[src/rtl/mem_bus_pkg.sv]
// Shared definitions for the CPU memory/IO bus: command
// encodings, decoded IO addresses, widths and master states.
package mem_bus_pkg;
  localparam int AW = 9;
  localparam int DW = 16;

  localparam logic [1:0] MNONE  = 2'b00;
  localparam logic [1:0] MREAD  = 2'b01;
  localparam logic [1:0] MWRITE = 2'b10;

  localparam logic [AW-1:0] SWADDR  = 9'h140;
  localparam logic [AW-1:0] LEDADDR = 9'h100;

  typedef enum logic [2:0] {
    S_IDLE,
    S_WR,
    S_RD,
    S_DONE,
    S_ERR
  } state_t;
endpackage

[src/rtl/mem_addr_decode.sv]
// Legality check of a bus address and direction.
// Ports: addr, write in; legal out (RAM, switch read, LED write).
module mem_addr_decode
  import mem_bus_pkg::*;
(
  input  logic [AW-1:0] addr,
  input  logic          write,
  output logic          legal
);
  logic w_ram;
  logic w_sw;
  logic w_led;

  assign w_ram = ~addr[AW-1];
  assign w_sw  = ~write & (addr == SWADDR);
  assign w_led = write & (addr == LEDADDR);
  assign legal = w_ram | w_sw | w_led;
endmodule

[src/rtl/mem_master.sv]
// Bus initiator: sequences one load/store on the memory bus.
// Ports: clk, reset (sync, active-high); req/req_write/
// req_addr/req_wdata in; busy/done/rdata/err out; bus side
// mem_cmd/mem_addr/write_data out, read_data in.
// Option MEM_MASTER_DECERR_EN: decode errors via err.
module mem_master
  import mem_bus_pkg::*;
#(
  parameter int RD_WAIT = 1
) (
  input  logic          clk,
  input  logic          reset,
  input  logic          req,
  input  logic          req_write,
  input  logic [AW-1:0] req_addr,
  input  logic [DW-1:0] req_wdata,
  output logic          busy,
  output logic          done,
  output logic [DW-1:0] rdata,
  output logic          err,
  output logic [1:0]    mem_cmd,
  output logic [AW-1:0] mem_addr,
  output logic [DW-1:0] write_data,
  input  logic [DW-1:0] read_data
);
  localparam int CW = (RD_WAIT < 1) ? 1
                    : $clog2(RD_WAIT + 1);

  state_t        r_state;
  logic [CW-1:0] r_cnt;
  logic [1:0]    r_cmd;
  logic [AW-1:0] r_addr;
  logic [DW-1:0] r_wdata;
  logic [DW-1:0] r_rdata;
  logic          r_busy;
  logic          r_done;
  logic          r_err;
  logic          w_legal;

`ifdef MEM_MASTER_DECERR_EN
  mem_addr_decode u_dec (
    .addr  (req_addr),
    .write (req_write),
    .legal (w_legal)
  );
`else
  assign w_legal = 1'b1;
`endif

  always_ff @(posedge clk) begin
    if (reset) begin
      r_state <= S_IDLE;
      r_cnt   <= '0;
      r_cmd   <= MNONE;
      r_addr  <= '0;
      r_wdata <= '0;
      r_rdata <= '0;
      r_busy  <= 1'b0;
      r_done  <= 1'b0;
      r_err   <= 1'b0;
    end else begin
      r_done <= 1'b0;
      unique case (r_state)
        S_IDLE, S_DONE: begin
          r_err <= 1'b0;
          if (req) begin
            r_addr  <= req_addr;
            r_wdata <= req_wdata;
            r_busy  <= 1'b1;
            if (!w_legal) begin
              r_state <= S_ERR;
              r_cmd   <= MNONE;
            end else if (req_write) begin
              r_state <= S_WR;
              r_cmd   <= MWRITE;
            end else begin
              r_state <= S_RD;
              r_cmd   <= MREAD;
              r_cnt   <= CW'(RD_WAIT);
            end
          end else begin
            r_state <= S_IDLE;
            r_cmd   <= MNONE;
            r_busy  <= 1'b0;
          end
        end
        S_WR: begin
          r_state <= S_DONE;
          r_cmd   <= MNONE;
          r_busy  <= 1'b0;
          r_done  <= 1'b1;
        end
        S_RD: begin
          // read_data is valid at the edge the count hits 0
          if (r_cnt == '0) begin
            r_rdata <= read_data;
            r_state <= S_DONE;
            r_cmd   <= MNONE;
            r_busy  <= 1'b0;
            r_done  <= 1'b1;
          end else begin
            r_cnt <= r_cnt - 1'b1;
          end
        end
        S_ERR: begin
          r_state <= S_DONE;
          r_cmd   <= MNONE;
          r_busy  <= 1'b0;
          r_done  <= 1'b1;
          r_err   <= 1'b1;
        end
        default: begin
          r_state <= S_IDLE;
          r_cmd   <= MNONE;
          r_busy  <= 1'b0;
        end
      endcase
    end
  end

  assign busy       = r_busy;
  assign done       = r_done;
  assign rdata      = r_rdata;
  assign err        = r_err;
  assign mem_cmd    = r_cmd;
  assign mem_addr   = r_addr;
  assign write_data = r_wdata;
endmodule

[config.mk]
export PLATFORM = sky130hd
export DESIGN_NAME = mem_master
export DESIGN_NICKNAME = d
export VERILOG_FILES = /design/src/rtl/mem_bus_pkg.sv /design/src/rtl/mem_addr_decode.sv /design/src/rtl/mem_master.sv
export SDC_FILE = /design/constraint.sdc
export NUM_CORES = 1
export LEC_CHECK = 0
export BUFFER_PORTS_ARGS = -buffer_cell sky130_fd_sc_hd__buf_2
export CORE_ASPECT_RATIO = 0.9
export CORE_MARGIN = 5
export CORE_UTILIZATION = 46
export CTS_BUF_LIST = sky130_fd_sc_hd__clkbuf_2
export DETAILED_ROUTE_END_ITERATION = 16
export PLACE_DENSITY = 0.85
export SYNTH_ARGS = -nofsm -noshare
export SYNTH_HDL_FRONTEND = slang
export SYNTH_HIERARCHICAL = 1
export SYNTH_SLANG_ARGS = --single-unit
[constraint.sdc]
create_clock -name clk -period 2 [get_ports clk]
set_clock_uncertainty 0.1 [all_clocks]
set_input_delay 0.6 -clock clk [delete_from_list [all_inputs] [get_ports clk]]
set_output_delay 0.6 -clock clk [all_outputs]
set_load 0.03 [all_outputs]
* Word-level counts from Yosys, hierarchy flattened
Cells that the tools add are included.
** Cells by class
- Eq/ne operators :: 7
- Divide/modulo/power cells :: 0
- Reduce and logical (&&, ||, !) cells :: 8
- Bitwise gates (word level) :: 1
- Add/subtract/negate cells :: 1
- Multiply operators :: 0
- Order comparisons :: 0
- Shift-type cells :: 0
- Mux-type cells :: 18
** Operators by type and width (number)
- $pmux W3 S3 :: 1
- $mux W2 :: 4
- $pmux W1 S2 :: 4
- $eq A3 B2 Y1 const B :: 2
- $mux W1 :: 6
- $mux W3 :: 2
- $ne A2 B2 Y1 const B :: 3
- $pmux W2 S2 :: 1
- $reduce_and A2 Y1 :: 2
- $reduce_bool A2 Y1 :: 2
- $reduce_or A2 Y1 :: 2
- $eq A3 B1 Y1 const B :: 1
- $eq A3 B3 Y1 const B :: 1
- $logic_not A3 Y1 :: 1
- $reduce_and A3 Y1 :: 1
- $not A1 Y1 :: 1
- $sub A1 B1 Y1 const B :: 1
** Storage, ports and cells
- Memories kept :: 0
- Logic and storage cells :: 44
- Register bits :: 50
- ROM bits :: 0
- Input port bits :: 45
- Output and inout bits :: 46
- Memory bits (writable) :: 0
- Latch bits :: 0

* Depth between registers and ports, before layout
Gate-level depths: netlist (run 1).
- Word-level depth :: 4
- Gate-level depth with buffers :: 7
- Gate-level depth less buffers :: 5

* Worst setup path after synthesis (run 1)
Ideal clock, no wire load.
- Path type :: flip-flop to flip-flop
- Start :: register r_state[0]
- End :: register r_addr[7], in the netlist mem_addr[7]
- Stages on the path, launching flop included :: 7
- Slack :: 0.501 ns
- Required time :: 1.829 ns
- Period minus slack after synthesis :: 1.499 ns
- Data arrival time :: 1.328 ns
- Buffers on the path :: 1
- Path through :: dfxtp_1 > inv_1 > ha_1 > nand2_2 > clkbuf_1 > nand2_1 > a21oi_1
** Between the ends
- Cells in the longest elaborated chain, start to end :: 3
- Elaborated cells between the ends (all ways) :: 4
** Ends and longest elaborated chain
- start, declared :: line mem_master.sv:29 : state_t r_state;
- start signal, assigned :: line mem_master.sv:52 : r_state <= S_IDLE;
- start signal, assigned :: line mem_master.sv:71 : r_state <= S_ERR;
- start signal, assigned :: line mem_master.sv:74 : r_state <= S_WR;
- $eq A3 B2 Y1 or $logic_not A3 Y1 (tied branches) :: line mem_master.sv:63 : unique case (r_state)
- $reduce_or A2 Y1 * :: line mem_master.sv:63
- $reduce_and A2 Y1 (no line) *
- end signal, assigned :: line mem_master.sv:67 : r_addr <= req_addr;
- end, declared :: line mem_master.sv:32 : logic [AW-1:0] r_addr;
Every way passes the cells marked *; elsewhere a longest branch is shown, timed or not.
A chain may end at the register's enable or synchronous reset.

* Worst setup path after layout (run 1)
- Start :: register r_wdata[3], in the netlist write_data[3]
- End :: output port write_data[3]
** RTL lines
- start, declared :: line mem_master.sv:33 : logic [DW-1:0] r_wdata;
- start signal, assigned :: line mem_master.sv:68 : r_wdata <= req_wdata;
- end, declared :: line mem_master.sv:23 : output logic [DW-1:0] write_data,
No word-level cell between the ends.

==> flow_metrics.py, run 1 <==
metrics = {
    "clock_tree": {
        "cts_inserted_buffers": 5,
        "cts_max_level": 2,
        "cts.sinks": 48,
        "post_cts_resized": 0,
        "clk_path_buf_depth": 2,
        "cts.clk_slew.worst_paths_ns": 0.22,
        "cts_setup_buffers": 0,
        "hold_buffers": 0,
        "insertion_delay_ns": 0.39,
        "cts_tree": "built",
        "cts_root_buf": "clkbuf_2",
    },
    "worst_setup_path": {
        "startpoint_type": "register",
        "critPathBufInv": 1,
        "cp_top_family": "flip-flops",
        "critPathMaxFanout": 2,
        "critical-path-max-stage-delay_ns": 0.40,
        "slowest_stage": "dfxtp_1",
        "worstPathArrival_ns": 1.01,
        "critPathKind": "reg -> out",
        "end_kind": "output pin",
        "cp.required_ns": 1.30,
        "path_cells": "buf_2",
    },
    "floorplanning": {
        "die_w_um": 75.30,
        "dieArea_um2": 5178,
        "start_util": 0.4765,
        "core-area_um2": 3705,
        "num_rows": 21,
        "die_h_um": 68.77,
        "ioPinCount": 91,
    },
    "synthesis": {
        "ys_ff_latch": 48,
        "synthMostInstantiatedCell": "nand2_1",
        "synth_simple_gate_area_share": 0.2339,
        "synth_xor_area_frac": 0,
        "ys.flop_type": "dfxtp_1",
        "yosys-top-cells-count": "nand2_1, dfxtp_1, a21oi_1",
        "synth_top_family_by_area": "simple AND/OR/NAND/NOR gates",
        "synth_area_um2": 1765,
        "syn_nets": 264,
        "synth_fa_ha_area_frac": 0.01417,
        "synth_top_area_cell": "dfxtp_1",
        "synth-compound-area-share": 0.1425,
        "ys_types": 24,
        "synth.avg_cell_area_um2": 8.136,
        "netlist_instances": 217,
        "synth_top_area_share": 0.5443,
        "synth_edf_count": 0,
        "ys_seq_area_frac": 0.5443,
        "synth_warnings": 6,
        "muxShareOfSynthArea": 0,
        "netlist_top_cells_area": "dfxtp_1, nand2_1, a21oi_1, buf_6, buf_4",
        "postSynth.asyncResetShare": 0,
    },
    "route": {
        "top_layer": "met4",
        "drt_iter0_drc": 74,
        "wl_met1_mm": 1.800,
        "wire_per_inst_um": 12.03,
        "first_pass_iters": 6,
        "vias": 1675,
        "drc_errors": 0,
        "antenna_left": 0,
        "met2WireLength_mm": 1.825,
        "routed-wl-met3_um": 530,
        "wirelength_mm": 4.211,
        "drt-vias-per-instance": 4.786,
    },
    "timing": {
        "period_needed_ns": 1.706,
        "hold_viol_final": 0,
        "drv_slew": 0,
        "tightest_slew_ns": 0.5683,
        "layout_setup_ws_ns": 0.2935,
        "grt_setup_unrepaired": "no",
        "timing.fmax_mhz": 586.0,
        "finalCritPeriodShare": 0.8532,
        "setup_viol": 0,
        "slew_headroom": 0.6211,
        "fin_setup_tns_ns": 0,
    },
    "layout": {
        "num-nets-final": 351,
        "diodes": 0,
        "finalNonFillerCells": 350,
        "syn2layout_area_growth_pct": 27.71,
        "drive_gt1_frac": 0.3388,
        "finalInstanceArea_um2": 2255,
    },
    "global_route": {
        "antenna_found_initial": 0,
        "grt_remaining_overflow": 0,
        "grt_use_total": 0.1616,
        "grt_pass1_wl_mm": 6.423,
        "first_global_vias": 1528,
        "grt_max_degree": 25,
    },
    "placement": {
        "numPortBuffers": 89,
        "dp.cells": 343,
        "place.gp.congestion": 0.7501,
        "dp_hpwl_mm": 3.156,
        "dp_slack_ns": 0.3683,
        "place_area_um2": 2222,
    },
    "pwr": {
        "power_frac_seq": 0.480,
        "leakage_nw": 1.069,
        "combPwrFrac": 0.379,
        "max-vdd-ir-drop_uv": 512.1,
        "powerDensity_nw_per_um2": 1102,
        "p_total_mw": 2.484,
        "switching_power_mw": 1.006,
        "clockPowerShare": 0.141,
        "p_int_mw": 1.479,
        "switching_share": 0.4048,
    },
    "run": {
        "cap_viol_max_count": 0,
    },
    "worst_hold_path": {
        "hp-class": "in -> reg",
    },
    "run_status": {
        "outcome": "complete, no violations",
    },
}
-- area by class of cell --
type                       instances  area [um^2]
fill                             341         1450
sequential                        48        960.9
multi-input combinational        152        693.2
timing repair buffer              95        503.0
tap                               46        57.56
clock buffer                       5        25.02
clock inverter                     2        7.507
inverter                           2        7.507
-- worst paths after layout --
kind / startpoint / to / slack, ns / cells past startpoint
max: write_data[3] / write_data[3] / 0.29 / 1
min: req_wdata[5] / write_data[5] / 0.29 / 3
max reg2reg: r_state[0] / r_cnt / 0.33 / 5
min reg2reg: rdata[10] / rdata[10] / 0.36 / 2
-- through the flow --
step | hold WS (ns) | utilization
CTS | 0.2731 | 0.6086
floorplan | 0.3924 | -
finish | 0.2932 | 0.6086
detailed placement | 0.3430 | 0.5998
global placement | 0.3384 | 0.5998
global route | 0.2350 | 0.6086
-- state kept, by name (all words and copies together) (netlist names) --
name        flops
write_data     16
r_cnt           1
mem_cmd         2
r_state         2
mem_addr        9
busy            1
done            1
rdata          16
-- layout by cell type (no fill, tap or decap), types with 2 or more instances in the layout --
| cell | n |
|---|---|
| nand3_1 | 5 |
| inv_1 | 2 |
| a21oi_1 | 42 |
| buf_2 | 89 |
| clkinv_1 | 2 |
| ha_1 | 2 |
| buf_4 | 5 |
| clkbuf_2 | 5 |
| a311oi_1 | 2 |
| dfxtp_1 | 48 |
| nand2_1 | 85 |
| nand2b_1 | 2 |
| nor2_1 | 3 |
| a21oi_2 | 2 |
-- routing by layer --
metal | GRT usage | vias to the layer above
met5 | 0 | -
met1 | 0.1948 | 719
met2 | 0.2629 | 79
met3 | 0.06087 | 7
li1 | - | 870
met4 | 0.05895 | 0
-- kinds of logic after synthesis --
family / Yosys count
flops: 48
buf+inv: 17
simple gates: 102
compound gates: 47
other cells: 1
fa+ha+maj: 2
-- power groups by stage --
stage	sequential (mW)	clock, mW	combinational [mW]
2_1_floorplan	1.48	0	0.450
3_3_place_gp	1.21	0	0.935
3_5_place_dp	1.21	0	0.948
4_1_cts	1.19	0.365	0.949
5_1_grt	1.21	0.403	1.04
6_report	1.19	0.350	0.941
(Power assumes the default switching activity.)
==> inputs of run 2 (changes only) <==
--- a/config.mk
+++ b/config.mk
@@ -5,13 +5,13 @@
 export SDC_FILE = /design/constraint.sdc
 export NUM_CORES = 1
 export LEC_CHECK = 0
-export BUFFER_PORTS_ARGS = -buffer_cell sky130_fd_sc_hd__buf_2
 export CORE_ASPECT_RATIO = 0.9
 export CORE_MARGIN = 5
-export CORE_UTILIZATION = 46
+export CORE_UTILIZATION = 63
 export CTS_BUF_LIST = sky130_fd_sc_hd__clkbuf_2
 export DETAILED_ROUTE_END_ITERATION = 16
-export PLACE_DENSITY = 0.85
+export DONT_BUFFER_PORTS = 1
+export PLACE_DENSITY = 0.9
 export SYNTH_ARGS = -nofsm -noshare
 export SYNTH_HDL_FRONTEND = slang
 export SYNTH_HIERARCHICAL = 1
==> run 2 against run 1 <==
Maximum frequency decreased by 2.2%. Count of clock-buffer cells in the layout increased by 1. Critical endpoint is now r_cnt. Largest cell class unchanged. Register-to-register slack got worse by 0.08 ns. Worst setup slack got worse by 0.039 ns.
==> flow_metrics.py, run 2 (synthesis gave the netlist of run 1 again) <==
metrics = {
    "run_status": {
        "outcome": "complete, no violations",
    },
    "worst_setup_path": {
        "end_kind": "register",
        "crit_path_end": "r_cnt",
        "reg2reg_setup_slack_ns": 0.25,
        "crit_start": "r_state[0]",
        "rr_endpoint": "r_cnt",
        "startpoint_type": "register",
        "worstPathArrival_ns": 2.00,
        "critPathKind": "reg -> reg",
        "cp.required_ns": 2.25,
        "critPathMaxFanout": 15,
        "r2r-start": "r_state[0]",
        "r2r_cells": 5,
    },
    "layout": {
        "finalNonFillerCells": 255,
        "diodes": 0,
        "drive_gt1_frac": 0.07442,
        "syn2layout_area_growth_pct": 2.764,
        "finalInstanceArea_um2": 1814,
        "num-nets-final": 261,
        "layout_common_cells": "nand2_1, dfxtp_1, a21oi_1",
        "layout_commonest_cell": "nand2_1",
        "fin_util": 0.6657,
    },
    "global_route": {
        "grt_pass1_wl_mm": 5.699,
        "grt_use_total": 0.1922,
        "grt_remaining_overflow": 0,
        "antenna_found_initial": 0,
        "first_global_vias": 1294,
        "grt_max_degree": 49,
    },
    "clock_tree": {
        "insertion_delay_ns": 0.40,
        "cts.clk_slew.worst_paths_ns": 0.22,
        "cts_inserted_buffers": 5,
        "cts_setup_buffers": 0,
        "clk_path_buf_depth": 2,
        "cts_max_level": 2,
        "hold_buffers": 0,
        "cts_tree": "built",
        "cts.sinks": 48,
        "cts_root_buf": "clkbuf_2",
        "post_cts_resized": 0,
    },
    "floorplanning": {
        "die_w_um": 65.80,
        "dieArea_um2": 3962,
        "core-area_um2": 2725,
        "die_h_um": 60.22,
        "ioPinCount": 91,
        "num_rows": 18,
        "start_util": 0.6478,
    },
    "route": {
        "first_pass_iters": 4,
        "drt_iter0_drc": 68,
        "antenna_left": 0,
        "wire_per_inst_um": 14.90,
        "wirelength_mm": 3.800,
        "vias": 1365,
        "drc_errors": 0,
        "drt-vias-per-instance": 5.353,
    },
    "worst_hold_path": {
        "hold_start": "reset",
        "hold_depth": 1,
        "hp-class": "in -> reg",
    },
    "pwr": {
        "p_total_mw": 2.473,
        "max-vdd-ir-drop_uv": 840.3,
        "leakage_nw": 0.6667,
        "powerDensity_nw_per_um2": 1363,
    },
    "timing": {
        "setup_viol": 0,
        "period_needed_ns": 1.745,
        "layout_setup_ws_ns": 0.2546,
        "finalCritPeriodShare": 0.8727,
        "fin_setup_tns_ns": 0,
        "timing.fmax_mhz": 572.9,
        "hold_viol_final": 0,
        "drv_slew": 0,
        "grt_setup_unrepaired": "no",
        "fin_hold_ws_ns": 0.1099,
    },
    "placement": {
        "dp.cells": 247,
        "place.gp.congestion": 0.7633,
        "dp_slack_ns": 0.3089,
        "numPortBuffers": 0,
        "dp_hpwl_mm": 2.785,
        "place_area_um2": 1749,
    },
    "run": {
        "cap_viol_max_count": 0,
    },
}
==> run 2: power by group <==
part / switching, mW / internal [mW]
Sequential: 0.382 / 1.11
Clock: 0.290 / 0.215
Combinational: 0.296 / 0.179
==> run 2: cell type report <==
| cell class | count | area [um^2] |
|---|---|---|
| clock inverter | 2 | 35.03 |
| tap | 40 | 50.05 |
| sequential | 48 | 960.9 |
| timing repair buffer | 5 | 37.54 |
| clock buffer | 6 | 30.03 |
| fill | 243 | 910.9 |
| inverter | 2 | 7.507 |
| multi-input combinational | 152 | 693.2 |
==> run 2: critical path: stages, from the launching register on <==
cell     delay, ns
dfxtp_1       0.41
inv_1         0.05
ha_1          0.38
nand2_2       0.21
or3_1         0.37
a31oi_1       0.18
==> run 2: how the worst min path moves through the flow <==
| stage | endpoint | slack [ns] |
|---|---|---|
| final | write_data[4] | 0.11 |
| after global routing | write_data[12] | 0.07 |
| after CTS | write_data[4] | 0.09 |
| after detailed placement | r_state[1] | 0.41 |
| after global placement | r_state[1] | 0.41 |
| after floorplan | r_state[1] | 0.39 |
==> run 2: metal layers <==
metal / wire [um] / part of all wire / track usage
met1: 1416 / 0.37 / 0.1998
met5: 0 / 0 / 0
met3: 510 / 0.13 / 0.09586
met2: 1797 / 0.47 / 0.3214
met4: 76 / 0.020 / 0.09763
==> inputs of run 3 (changes only) <==
--- a/config.mk
+++ b/config.mk
@@ -5,13 +5,14 @@
 export SDC_FILE = /design/constraint.sdc
 export NUM_CORES = 1
 export LEC_CHECK = 0
+export ABC_AREA = 1
+export BUFFER_PORTS_ARGS = -buffer_cell sky130_fd_sc_hd__buf_2
 export CORE_ASPECT_RATIO = 0.9
-export CORE_MARGIN = 5
-export CORE_UTILIZATION = 63
+export CORE_MARGIN = 1.5
+export CORE_UTILIZATION = 46
 export CTS_BUF_LIST = sky130_fd_sc_hd__clkbuf_2
 export DETAILED_ROUTE_END_ITERATION = 16
-export DONT_BUFFER_PORTS = 1
-export PLACE_DENSITY = 0.9
+export PLACE_DENSITY = 0.92
 export SYNTH_ARGS = -nofsm -noshare
 export SYNTH_HDL_FRONTEND = slang
 export SYNTH_HIERARCHICAL = 1
==> run 3 against run 2 <==
Cell count grew 41%. Die area grew 5.2%. Worst setup slack gained 0.025 ns. Maximum frequency grew 1.4%. Area after synthesis shrank 1.3%. Count of clock-buffer cells in the layout shrank 1. Non-clock buffer count grew 86. Synthesized cell count grew 3.7%. Routed wire length shrank 0.87%. Largest power group is now combinational logic.
==> flow_metrics.py, run 3 <==
metrics = {
    "route": {
        "drc_errors": 0,
        "drt_iter0_drc": 110,
        "wire_per_inst_um": 10.49,
        "drt-vias-per-instance": 4.763,
        "vias": 1710,
        "first_pass_iters": 4,
        "wirelength_mm": 3.767,
        "antenna_left": 0,
    },
    "worst_setup_path": {
        "critPathKind": "reg -> out",
        "reg2reg_setup_slack_ns": 0.32,
        "worstPathArrival_ns": 1.02,
        "r2r_cells": 6,
        "critical-path-max-stage-delay_ns": 0.40,
        "path_cells": "buf_2",
        "crit_start": "mem_addr[6]",
        "cp_top_family": "flip-flops",
        "critPathMaxFanout": 2,
        "slowest_stage": "dfxtp_1",
        "rr_endpoint": "write_data[8]",
        "end_kind": "output pin",
        "critPathBufInv": 1,
        "r2r-start": "r_state[0]",
        "startpoint_type": "register",
        "cp.required_ns": 1.30,
    },
    "global_route": {
        "met1_usage": 0.2182,
        "grt_pass1_wl_mm": 5.533,
        "grt_remaining_overflow": 0,
        "antenna_found_initial": 0,
        "grt_use_total": 0.1785,
        "first_global_vias": 1298,
        "met3_usage": 0.04753,
        "top_usage_layer": "met2",
        "gr-usage-met2": 0.2997,
        "grt_max_degree": 47,
    },
    "timing": {
        "period_needed_ns": 1.721,
        "fin_setup_tns_ns": 0,
        "timing.fmax_mhz": 581.1,
        "drv_slew": 0,
        "hold_viol_final": 0,
        "setup_viol": 0,
        "grt_setup_unrepaired": "no",
        "finalCritPeriodShare": 0.8604,
    },
    "synthesis": {
        "synth_top_area_share": 0.5513,
        "yosys-top-cells-count": "nor2_1, dfxtp_1, o21ai_0",
        "synthMostInstantiatedCell": "nor2_1",
        "synth_top_area_cell": "dfxtp_1",
        "netlist_top_cells_area": "dfxtp_1, nor2_1, o21ai_0, inv_1, nand2_1",
        "netlist_instances": 225,
        "synth.avg_cell_area_um2": 7.746,
        "postSynth.asyncResetShare": 0,
        "ys_ff_latch": 48,
        "synth_edf_count": 0,
        "ys_types": 21,
        "synth_area_um2": 1743,
        "ys.flop_type": "dfxtp_1",
        "ys_seq_area_frac": 0.5513,
        "syn_nets": 272,
        "synth_warnings": 6,
    },
    "layout": {
        "diodes": 0,
        "num-nets-final": 359,
        "syn2layout_area_growth_pct": 28.50,
        "layout_commonest_cell": "nor2_1",
        "drive_gt1_frac": 0.3259,
        "finalInstanceArea_um2": 2240,
        "layout_common_cells": "nor2_1, buf_2, dfxtp_1",
    },
    "clock_tree": {
        "cts_setup_buffers": 0,
        "clk_path_buf_depth": 2,
        "insertion_delay_ns": 0.41,
        "cts_inserted_buffers": 5,
        "cts.sinks": 48,
        "cts.clk_slew.worst_paths_ns": 0.24,
        "cts_max_level": 2,
        "post_cts_resized": 0,
        "cts_tree": "built",
        "hold_buffers": 0,
        "cts_root_buf": "clkbuf_2",
    },
    "placement": {
        "dp_hpwl_mm": 2.767,
        "place_area_um2": 2197,
        "numPortBuffers": 89,
        "place.gp.congestion": 0.7515,
    },
    "pwr": {
        "powerDensity_nw_per_um2": 1648,
        "max-vdd-ir-drop_uv": 645.9,
        "leakage_nw": 1.170,
    },
    "run_status": {
        "outcome": "complete, no violations",
    },
    "run": {
        "cap_viol_max_count": 0,
    },
    "worst_hold_path": {
        "hp-class": "in -> reg",
        "hold_start": "reset",
        "hold_depth": 2,
        "whs_endpoint": "busy",
    },
    "floorplanning": {
        "die_h_um": 61.40,
        "num_rows": 21,
        "dieArea_um2": 4168,
        "die_w_um": 67.89,
        "core-area_um2": 3679,
        "start_util": 0.4738,
        "ioPinCount": 91,
    },
}
-- run 3: cell count changes after synthesis, sizes merged, moves of 6 or more --
cell	change
o21ai	+46
a21oi	-43
inv	+9
buf	-6
nand2	-77
nor2	+88
-- run 3: how the worst max path moves through the flow --
stage	end	depth (start not counted)
floorplan	mem_addr[0]	7
global placement	write_data[14]	6
detailed placement	write_data[8]	6
CTS	mem_addr[2]	1
global route	write_data[5]	6
finish	mem_addr[6]	1
-- run 3: kinds of logic (layout without fill, tap and decap cells) --
kind of cell / Yosys count / in the layout / share of synthesized area
fa+ha+maj: 2 / 2 / 0.01436
compound gates: 48 / 48 / 0.1393
flops: 48 / 48 / 0.5513
simple gates: 103 / 103 / 0.2297
buf+inv: 23 / 111 / 0.06316
other cells: 1 / 1 / 0.002152
-- run 3: area by class of cell --
class	count	area [um^2]
inverters	12	46.29
clock buffers	5	25.02
repair buffers	91	460.4
flip-flops and latches	48	960.9
clock inverters	3	17.52
multi-input cells	154	671.9
well taps	46	57.56
fillers	351	1439
-- run 3: per-layer routing --
layer,part of all wire,vias up
met2,0.46,77
met1,0.43,739
li1,-,889
met5,0,-
met3,0.098,5
met4,0.011,0
-- run 3: metrics by stage --
stage	total power [mW]	utilization	instances	hold slack (ns)	worst slack (ns)
after global placement	3.291	0.5973	351	0.3583	0.4003
after detailed placement	3.342	0.5973	351	0.3654	0.3336
after floorplan	2.885	-	225	0.4206	0.5489
after CTS	3.722	0.6088	359	0.2233	0.2564
after global routing	4.010	0.6088	359	0.2157	0.1727
final	3.690	0.6088	359	0.2454	0.2792
-- run 3: report_power, final --
group / internal (mW) / total, mW / switching (mW)
sequential: 1.29 / 1.44 / 0.156
clock: 0.0853 / 0.387 / 0.301
combinational: 0.544 / 1.86 / 1.32
